<file path="src/rtl/nn_pkg.sv">
// Shared types and arithmetic helpers for the streaming dense layer.
// Provides the state enum, the accumulator width rule, saturation and ReLU.
package nn_pkg;

    localparam int FIX_W = 16;

    typedef logic signed [FIX_W-1:0] fixed_t;

    typedef enum logic [1:0] {
        LOAD,
        MAC,
        BIAS,
        EMIT
    } state_t;

    // Full-precision sum of IN_SIZE products plus one guard bit.
    function automatic int acc_width(input int width, input int in_size);
        return 2 * width + $clog2(in_size) + 1;
    endfunction

    // Clamp to the signed range of a width-bit two's complement value.
    function automatic logic signed [63:0] sat_to_fixed(
        input logic signed [63:0] v,
        input int                 width
    );
        logic signed [63:0] hi;
        logic signed [63:0] lo;
        hi = (64'sd1 <<< (width - 1)) - 64'sd1;
        lo = -hi - 64'sd1;
        if (v > hi) begin
            return hi;
        end
        if (v < lo) begin
            return lo;
        end
        return v;
    endfunction

    function automatic logic signed [63:0] relu(
        input logic signed [63:0] v
    );
        return (v < 0) ? 64'sd0 : v;
    endfunction

endpackage

</file>
<file path="src/rtl/nn_mac_unit.sv">
// Signed multiply-accumulate: acc <= acc + a*b when en, cleared by clr.
// Ports: clk, rst, clr, en, a, b (WIDTH signed), acc (ACC_W signed).
module nn_mac_unit
    import nn_pkg::*;
#(
    parameter int WIDTH = 16,
    parameter int ACC_W = acc_width(16, 4)
) (
    input  logic                    clk,
    input  logic                    rst,
    input  logic                    clr,
    input  logic                    en,
    input  logic signed [WIDTH-1:0] a,
    input  logic signed [WIDTH-1:0] b,
    output logic signed [ACC_W-1:0] acc
);

    logic signed [2*WIDTH-1:0] prod;

    assign prod = a * b;

    always_ff @(posedge clk) begin
        if (rst || clr) begin
            acc <= '0;
        end else if (en) begin
            acc <= acc + ACC_W'(prod);
        end
    end

endmodule

</file>
<file path="src/rtl/nn_dense_stream_argmax.sv">
// Streaming fixed-point dense layer with one shared MAC and argmax flag.
// Ports: clk/rst, wr_* param writes, in_* element stream, out_* result stream, argmax_idx, busy, err.
module nn_dense_stream_argmax
    import nn_pkg::*;
#(
    parameter int IN_SIZE  = 4,
    parameter int OUT_SIZE = 3,
    parameter int WIDTH    = 16,
    parameter int FRAC     = 8,
    parameter int ACT_RELU = 1
) (
    input  logic                                     clk,
    input  logic                                     rst,
    input  logic                                     wr_en,
    input  logic [$clog2(OUT_SIZE*(IN_SIZE+1))-1:0]  wr_addr,
    input  logic signed [WIDTH-1:0]                  wr_data,
    input  logic                                     in_valid,
    output logic                                     in_ready,
    input  logic signed [WIDTH-1:0]                  in_data,
    input  logic                                     in_last,
    output logic                                     out_valid,
    input  logic                                     out_ready,
    output logic signed [WIDTH-1:0]                  out_data,
    output logic [$clog2(OUT_SIZE)-1:0]              out_idx,
    output logic                                     out_last,
    output logic [$clog2(OUT_SIZE)-1:0]              argmax_idx,
    output logic                                     busy,
    output logic [1:0]                               err
);

    localparam int NP    = OUT_SIZE * (IN_SIZE + 1);
    localparam int AW    = $clog2(NP);
    localparam int OW    = $clog2(OUT_SIZE);
    localparam int KW    = $clog2(IN_SIZE);
    localparam int ACC_W = acc_width(WIDTH, IN_SIZE);

    logic signed [WIDTH-1:0] prm    [NP];
    logic signed [WIDTH-1:0] in_buf [IN_SIZE];

    state_t            state;
    state_t            nxt;
    logic [KW-1:0]     cnt;
    logic [OW-1:0]     o;
    logic              last_r;
    logic signed [WIDTH-1:0] max_v;

    logic              in_fire;
    logic              out_fire;
    logic              cnt_last;
    logic              o_last;
    logic              wr_win;
    logic              wr_ok;

    logic [AW-1:0]     widx;
    logic [AW-1:0]     bidx;
    logic signed [WIDTH-1:0] mac_a;
    logic signed [WIDTH-1:0] mac_b;
    logic signed [WIDTH-1:0] bias_w;
    logic signed [ACC_W-1:0] acc;
    logic signed [ACC_W-1:0] bsh;
    logic signed [ACC_W-1:0] sum;
    logic signed [ACC_W-1:0] shr;
    logic signed [63:0]      satv;
    logic signed [63:0]      actv;
    logic signed [WIDTH-1:0] res;

    assign in_ready  = (state == LOAD) && !rst;
    assign out_valid = (state == EMIT);
    assign out_last  = out_valid && last_r;
    assign busy      = (state != LOAD);

    assign in_fire  = in_valid && in_ready;
    assign out_fire = out_valid && out_ready;
    assign cnt_last = (cnt == KW'(IN_SIZE - 1));
    assign o_last   = (o == OW'(OUT_SIZE - 1));

    // Parameters may only change between vectors, before any element arrives.
    assign wr_win = (state == LOAD) && (cnt == '0);
    assign wr_ok  = wr_en && wr_win && (int'(wr_addr) < NP);

    always_comb begin
        widx   = AW'(int'(o) * (IN_SIZE + 1) + int'(cnt));
        bidx   = AW'(int'(o) * (IN_SIZE + 1) + IN_SIZE);
        mac_a  = in_buf[cnt];
        mac_b  = prm[widx];
        bias_w = prm[bidx];
    end

    nn_mac_unit #(
        .WIDTH (WIDTH),
        .ACC_W (ACC_W)
    ) u_mac (
        .clk (clk),
        .rst (rst),
        .clr (state != MAC),
        .en  (state == MAC),
        .a   (mac_a),
        .b   (mac_b),
        .acc (acc)
    );

    // Bias is aligned to the product scale, then one floor shift back to Q.FRAC.
    always_comb begin
        bsh  = ACC_W'(bias_w) <<< FRAC;
        sum  = acc + bsh;
        shr  = sum >>> FRAC;
        satv = sat_to_fixed(64'(shr), WIDTH);
        actv = (ACT_RELU != 0) ? relu(satv) : satv;
        res  = actv[WIDTH-1:0];
    end

    always_ff @(posedge clk) begin
        if (rst) begin
            state <= LOAD;
        end else begin
            state <= nxt;
        end
    end

    always_comb begin
        nxt = state;
        unique case (state)
            LOAD: if (in_fire && cnt_last) nxt = MAC;
            MAC:  if (cnt_last) nxt = BIAS;
            BIAS: nxt = EMIT;
            EMIT: if (out_fire) nxt = o_last ? LOAD : MAC;
            default: nxt = LOAD;
        endcase
    end

    always_ff @(posedge clk) begin
        if (wr_ok) begin
            prm[wr_addr] <= wr_data;
        end
        if (in_fire) begin
            in_buf[cnt] <= in_data;
        end
    end

    always_ff @(posedge clk) begin
        if (rst) begin
            cnt        <= '0;
            o          <= '0;
            out_data   <= '0;
            out_idx    <= '0;
            last_r     <= 1'b0;
            argmax_idx <= '0;
            max_v      <= '0;
            err        <= 2'b00;
        end else begin
            if (wr_en && !wr_win) begin
                err[1] <= 1'b1;
            end
            unique case (state)
                LOAD: begin
                    o <= '0;
                    if (in_fire) begin
                        if (in_last != cnt_last) begin
                            err[0] <= 1'b1;
                        end
                        cnt <= cnt_last ? '0 : cnt + 1'b1;
                    end
                end
                MAC: begin
                    cnt <= cnt_last ? '0 : cnt + 1'b1;
                end
                BIAS: begin
                    out_data <= res;
                    out_idx  <= o;
                    last_r   <= o_last;
                    // Neuron 0 restarts the running max for each vector.
                    if ((o == '0) || (res > max_v)) begin
                        max_v      <= res;
                        argmax_idx <= o;
                    end
                end
                EMIT: begin
                    if (out_fire) begin
                        o <= o_last ? '0 : o + 1'b1;
                    end
                end
                default: ;
            endcase
        end
    end

endmodule

</file>
<file path="config.mk">
export PLATFORM = sky130hd
export DESIGN_NAME = nn_dense_stream_argmax
export DESIGN_NICKNAME = d
export VERILOG_FILES = /design/src/rtl/nn_pkg.sv /design/src/rtl/nn_mac_unit.sv /design/src/rtl/nn_dense_stream_argmax.sv
export SDC_FILE = /design/constraint.sdc
export NUM_CORES = 1
export LEC_CHECK = 0
export ABC_AREA = 1
export BUFFER_PORTS_ARGS = -buffer_cell sky130_fd_sc_hd__buf_2
export CAP_MARGIN = 20
export CORE_ASPECT_RATIO = 0.8
export CORE_MARGIN = 2
export CORE_UTILIZATION = 60
export CTS_CLUSTER_SIZE = 8
export DETAILED_ROUTE_END_ITERATION = 7
export MAX_ROUTING_LAYER = met4
export PLACE_DENSITY = 0.77
export SYNTH_ARGS = -nofsm -noshare
export SYNTH_HDL_FRONTEND = slang
export SYNTH_SLANG_ARGS = --single-unit
</file>
<file path="constraint.sdc">
create_clock -name clk -period 13.5 [get_ports clk]
set_input_delay 0 -clock clk [delete_from_list [all_inputs] [get_ports clk]]
set_output_delay 0 -clock clk [all_outputs]
set_load 0.01 [all_outputs]
</file>
---- Word-level counts from Yosys, hierarchy flattened ----
Memory sizes are Yosys's and may differ from the RTL's. A register that Yosys moved wholly into a read port is not among the register bits.
Index checks and enable logic that the tools add are counted.
Widths: inputs -> output; s select.
word-level totals
  bits in registers ....................... 80
  RAM bits ................................ 304
  word-level logic and storage cells ...... 86
  memories kept ........................... 2
operators by class
  add/sub/neg operators ................... 6
  multipliers ............................. 2
  $lt $le $gt $ge ......................... 5
  equality and inequality tests ........... 11
  multiplexer cells ....................... 25
  reduce and logical (&&, ||, !) cells .... 24
memory list
  name    words  width  read ports  clocked after memory_dff  write ports  line                          RTL
  prm     15     16     2           0                         1            nn_dense_stream_argmax.sv:37  logic signed [WIDTH-1:0] prm [NP];
  in_buf  4      16     1           1                         1            nn_dense_stream_argmax.sv:38  logic signed [WIDTH-1:0] in_buf [IN_SIZE];
operators with widths
  operator              number
  $mux 64               4
  $lt 64x1->1 const B   1
  $add 35x24->35        1
  $add 35x32->35        1
  $mul 16x16->32        1
  $gt 27x16->1 const B  1
  $lt 27x16->1 const B  1
  $mux 2                9
  $gt 16x16->1          1
  $mux 16               1
  $logic_and 1x1->1     9
  $eq 2x2->1 const B    4
  $mux 1                8
  $pmux 2 s2            2
  $pmux 2 s4            1
  $logic_not 2->1       3
  $ne 2x1->1 const B    3
  $reduce_and 2->1      3
  $reduce_and 3->1      2
  $reduce_bool 2->1     3
  $add 2x1->2 const B   2
  $add 4x3->4           1
  $add 4x3->4 const B   1
  $lt 4x4->1 const B    1
  6 further kinds       9

---- Depth between registers and ports, before layout ----
An unclocked memory read counts as a cell.
  word-level depth ........................ 14
  depth in mapped cells ................... 47
  mapped depth without buffers ............ 43

---- By module ----
From an unflattened synthesis, not the netlist that was laid out.
unflattened totals
  cells, all modules ...................... 3804
  area total of the unflattened synthesis .. 31596.6 µm²
modules (own cells, without submodules)
  module                  instances  cells each  area each (µm²)  sequential area each (µm²)
  nn_dense_stream_argmax  1          1928        17641.9          10069.7
  nn_mac_unit             1          1876        13954.6          700.7

---- Least setup slack after synthesis ----
No wires, ideal clock.
  path kind ............................... register -> register
  start point ............................. register o[1]
  end point ............................... register u_mac.acc[32]
  setup time .............................. 0.115 ns
  arrival ................................. 7.932 ns
  path slack .............................. 5.453 ns
  stages on the path, launching flop included .. 32
  path buffers ............................ 5
  period minus slack after synthesis ...... 8.047 ns
  path through ............................ dfxtp_1 -> inv_1 -> clkbuf_1 -> clkbuf_1 -> fa_1 -> buf_2 -> inv_1 -> buf_2 -> clkbuf_1 -> a21oi_1 -> a221o_1 -> o311ai_1 -> nand2_1 -> nor2_1 -> fa_1 -> fa_1 -> inv_1 -> fa_1 -> fa_1 -> fa_1 -> inv_1 -> fa_1 -> ha_1 -> nand2_1 -> nor2_1 -> nand2_1 -> o311ai_0 -> nand2_1 -> o211ai_1 -> nand2_1 -> a21oi_1 -> nor2_1
between the ends
  longest elaborated chain between the ends .. 5
RTL lines
  element                 line                           RTL
  from (decl)             nn_dense_stream_argmax.sv:43   logic [OW-1:0] o;
  from (signal assigned)  nn_dense_stream_argmax.sv:179  o <= o_last ? '0 : o + 1'b1;
  $mul 2x3->4             nn_dense_stream_argmax.sv:82   widx = AW'(int'(o) * (IN_SIZE + 1) + int'(cnt));
  $add 4x3->4             nn_dense_stream_argmax.sv:82
  $mem_v2 15x16           --
  $mul 16x16->32          nn_mac_unit.sv:20              assign prod = a * b;
  $add 35x32->35          nn_mac_unit.sv:26              acc <= acc + ACC_W'(prod);
  to (signal assigned)    nn_mac_unit.sv:26
  to (decl)               nn_mac_unit.sv:15              output logic signed [ACC_W-1:0] acc
Every way passes these cells.
A chain may end at the register's enable or synchronous reset.

---- Worst setup path in the final report ----
Ends and elaborated chain as after synthesis.

==> results.sh <==
export IMPL_outcome="finished, final reports clean"
export IMPL_synthArstFlopShare_pct=0
export IMPL_fp_coreArea_sq_um=48300
export IMPL_num_rows=72
export IMPL_grt_pass1_wl_um=129000
export IMPL_reg2reg_to="u_mac.acc[32]"
export IMPL_post_cts_buffers=0
export IMPL_worstPathArrival_ps=10810
export IMPL_grt_max_degree=91
export IMPL_drt_pass1_iter_count=6
export IMPL_slew_headroom_pct=29.3
export IMPL_r2r_cells=31
export IMPL_whs_path_depth=4
export IMPL_netlist_area_sq_um=29300
export IMPL_port_buffers=67
export IMPL_hp_start="wr_addr[2]"
export IMPL_ys_flop_type="edfxtp_1"
export IMPL_reg2reg_from="o[1]"
export IMPL_wire_per_inst_um=21.0
export IMPL_critical_path_class="reg -> reg"
export IMPL_dp_hpwl_um=59100
export IMPL_clockBufferDepth=3
export IMPL_finalSetupViolCount=0
export IMPL_min_to="prm[14][12]"
export IMPL_drc_errors=0
export IMPL_synth_top_cells_by_area="edfxtp_1 31%, fa_1 21%, nand2_1 6.9%, ha_1 6.8%, inv_1 6.6%"
export IMPL_multi_input_area_sq_um=16000
export IMPL_crit_path_max_incr_delay_ps=930
export IMPL_gp_congestion=1.02
export IMPL_start_util_pct=60.7
export IMPL_worst_setup_path_end_kind="register"
export IMPL_numCtsBuffers=54
export IMPL_num_fill_cells=3709
export IMPL_syn_inst=3150
export IMPL_ys_warn_count=0
export IMPL_cts_resized=0
export IMPL_rsz0062_at_grt="no"
export IMPL_drt_iter0_markers=2598
export IMPL_routed_via_count=23099
export IMPL_worstHoldPathType="in -> reg"
export IMPL_h_tree_depth=2
export IMPL_seq_area_sq_um=10800
export IMPL_overflow=0
export IMPL_synth_nets=3664
export IMPL_crit_slowest_cell="fa_2"
export IMPL_start_kind="register"
export IMPL_synth_edf_count=304
export IMPL_final_max_slew_viol_count=0
export IMPL_via_per_inst=5.93
export IMPL_area_growth_pct=10.1
export IMPL_period_needed_ps=10290
export IMPL_worst_pin_slew_ps=1060
export IMPL_die_area_sq_um=50600
export IMPL_fin_crit_sh_pct=76.3
export IMPL_finalHoldViolCount=0
export IMPL_crit_path_frequent_cell="fa_1"
export IMPL_startpoint="o[1]"
export IMPL_antenna_left=0
export IMPL_yosysTopAreaCellShare_pct=31.2
export IMPL_drive_gt1_share_pct=7.20
export IMPL_cts_tree="done"
export IMPL_final_nets=3756
export IMPL_root_buffer="clkbuf_16"
export IMPL_hold_buffers=40
export IMPL_antenna_found_initial=2
export IMPL_track_usage_pct=34.1
export IMPL_drv_cap=0
export IMPL_whs_ps=108
export IMPL_crit_required_ps=14010
export IMPL_ys_seq_area_share_pct=36.8
export IMPL_fmax_mhz=97.1
export IMPL_insertion_delay_ps=630
export IMPL_cts_clk_slew_worst_paths_ps=50
export IMPL_die_y_um=202
export IMPL_synth_cell_types=50
export IMPL_fin_skew_ps=54.2
export IMPL_die_w_um=251
export IMPL_r2r_slack_ps=3210
export IMPL_cts_sinks=386
export IMPL_cp_max_fo=85
export IMPL_io_pins=68
export IMPL_wirelength_um=81700
export IMPL_syn_avg_cell_area_sq_um=9.30
export IMPL_fin_tns_setup_ps=0
export IMPL_ys_ff_latch=386
export IMPL_post_synth_top_area_cell="edfxtp_1"
export IMPL_grt_pass1_vias=23205
-- area by class of cell --
cell class	instances	share of cell area, %
multi-input cells	2105	49.7
clock buffers	77	4.52
inverters	540	6.28
repair buffers	155	3.40
well taps	629	2.44
flip-flops and latches	386	33.4
clock inverters	3	0.279
diodes	2	0.0155
-- state kept, by name, summed over array words and instances, names as in the netlist, named ones only --
name	cells
prm	240
last_r	1
out_data	16
u_mac.acc	35
in_buf	64
o	2
err	2
max_v	16
argmax_idx	2
out_idx	2
state	2
cnt	2
-- worst max-delay path: cells and delay by family, from the launching register on --
family	cells	cell delay (ps)
buf+inv	9	2560
simple gates	8	1450
fa+ha+maj	8	4250
flops	1	310
compound gates	6	1550
-- metrics by stage --
stage               instances  util [%]  worst slack, ps  instance area (sq um)
finish                   3897      66.8             3210                  32300
global route             3897      66.8             2750                  32300
CTS                      3895      66.8             3450                  32300
detailed placement       3775      62.8             3560                  30300
global placement         3775      62.8             3670                  30300
floorplan                3150         -             5450                  29300
-- kinds of logic (layout without fill, tap and decap cells) --
family | count (synthesis) | in the layout | share of synthesized area, %
and+or+nand+nor | 1012 | 1012 | 14.0
buffers and inverters | 659 | 775 | 8.63
AOI/OAI and AO/OA | 600 | 600 | 11.8
adders and majority gates | 472 | 472 | 28.2
DFF | 386 | 386 | 36.8
xor gates and xnor gates | 21 | 21 | 0.679
other | 0 | 2 | 0
-- how the worst max path moves through the flow --
stage                               end  slack, ps  depth (start not counted)
after global placement    u_mac.acc[32]       3670                         29
after floorplan           u_mac.acc[32]       5450                         31
final                     u_mac.acc[32]       3210                         31
after detailed placement  u_mac.acc[32]       3560                         31
after CTS                 u_mac.acc[32]       3450                         31
after global routing      u_mac.acc[32]       2750                         30
-- layer usage --
| layer | routed length (um) | share of wire, % | up-vias | GRT usage, % |
|---|---|---|---|---|
| met5 | 0 | 0 | - | - |
| met3 | 9660 | 12 | 155 | 6.62 |
| met2 | 35700 | 44 | 1408 | 49.9 |
| met4 | 2670 | 3.3 | 0 | 11.3 |
| met1 | 33700 | 41 | 11100 | 48.2 |
| li1 | - | - | 10436 | - |
-- cell usage in the layout, fill, tap and decap left out, drive strengths merged, types with 19 or more instances in the layout --
cell / count
buf: 115
edfxtp: 304
inv: 532
or2: 31
a31oi: 19
a21oi: 260
o21ai: 192
clkbuf: 77
nand2: 541
dfxtp: 82
fa: 312
dlygate4sd3: 40
nand3: 102
o211ai: 37
ha: 160
nor2: 303
-- synthesized netlist by cell type (13+ instances only) --
| master | number |
|---|---|
| a21oi_1 | 259 |
| a221o_1 | 13 |
| a31oi_1 | 19 |
| a32oi_1 | 15 |
| buf_2 | 26 |
| clkbuf_1 | 79 |
| dfxtp_1 | 82 |
| edfxtp_1 | 304 |
| fa_1 | 312 |
| ha_1 | 160 |
| inv_1 | 518 |
| inv_2 | 15 |
| nand2_1 | 538 |
| nand3_1 | 102 |
| nand4_1 | 17 |
| nor2_1 | 300 |
| o211ai_1 | 36 |
| o21a_1 | 16 |
| o21ai_0 | 190 |
| or2_2 | 29 |
Power is left out: the tool's default activity adds up to more than one toggle a clock period on the data nets, which glitch-free logic cannot reach.
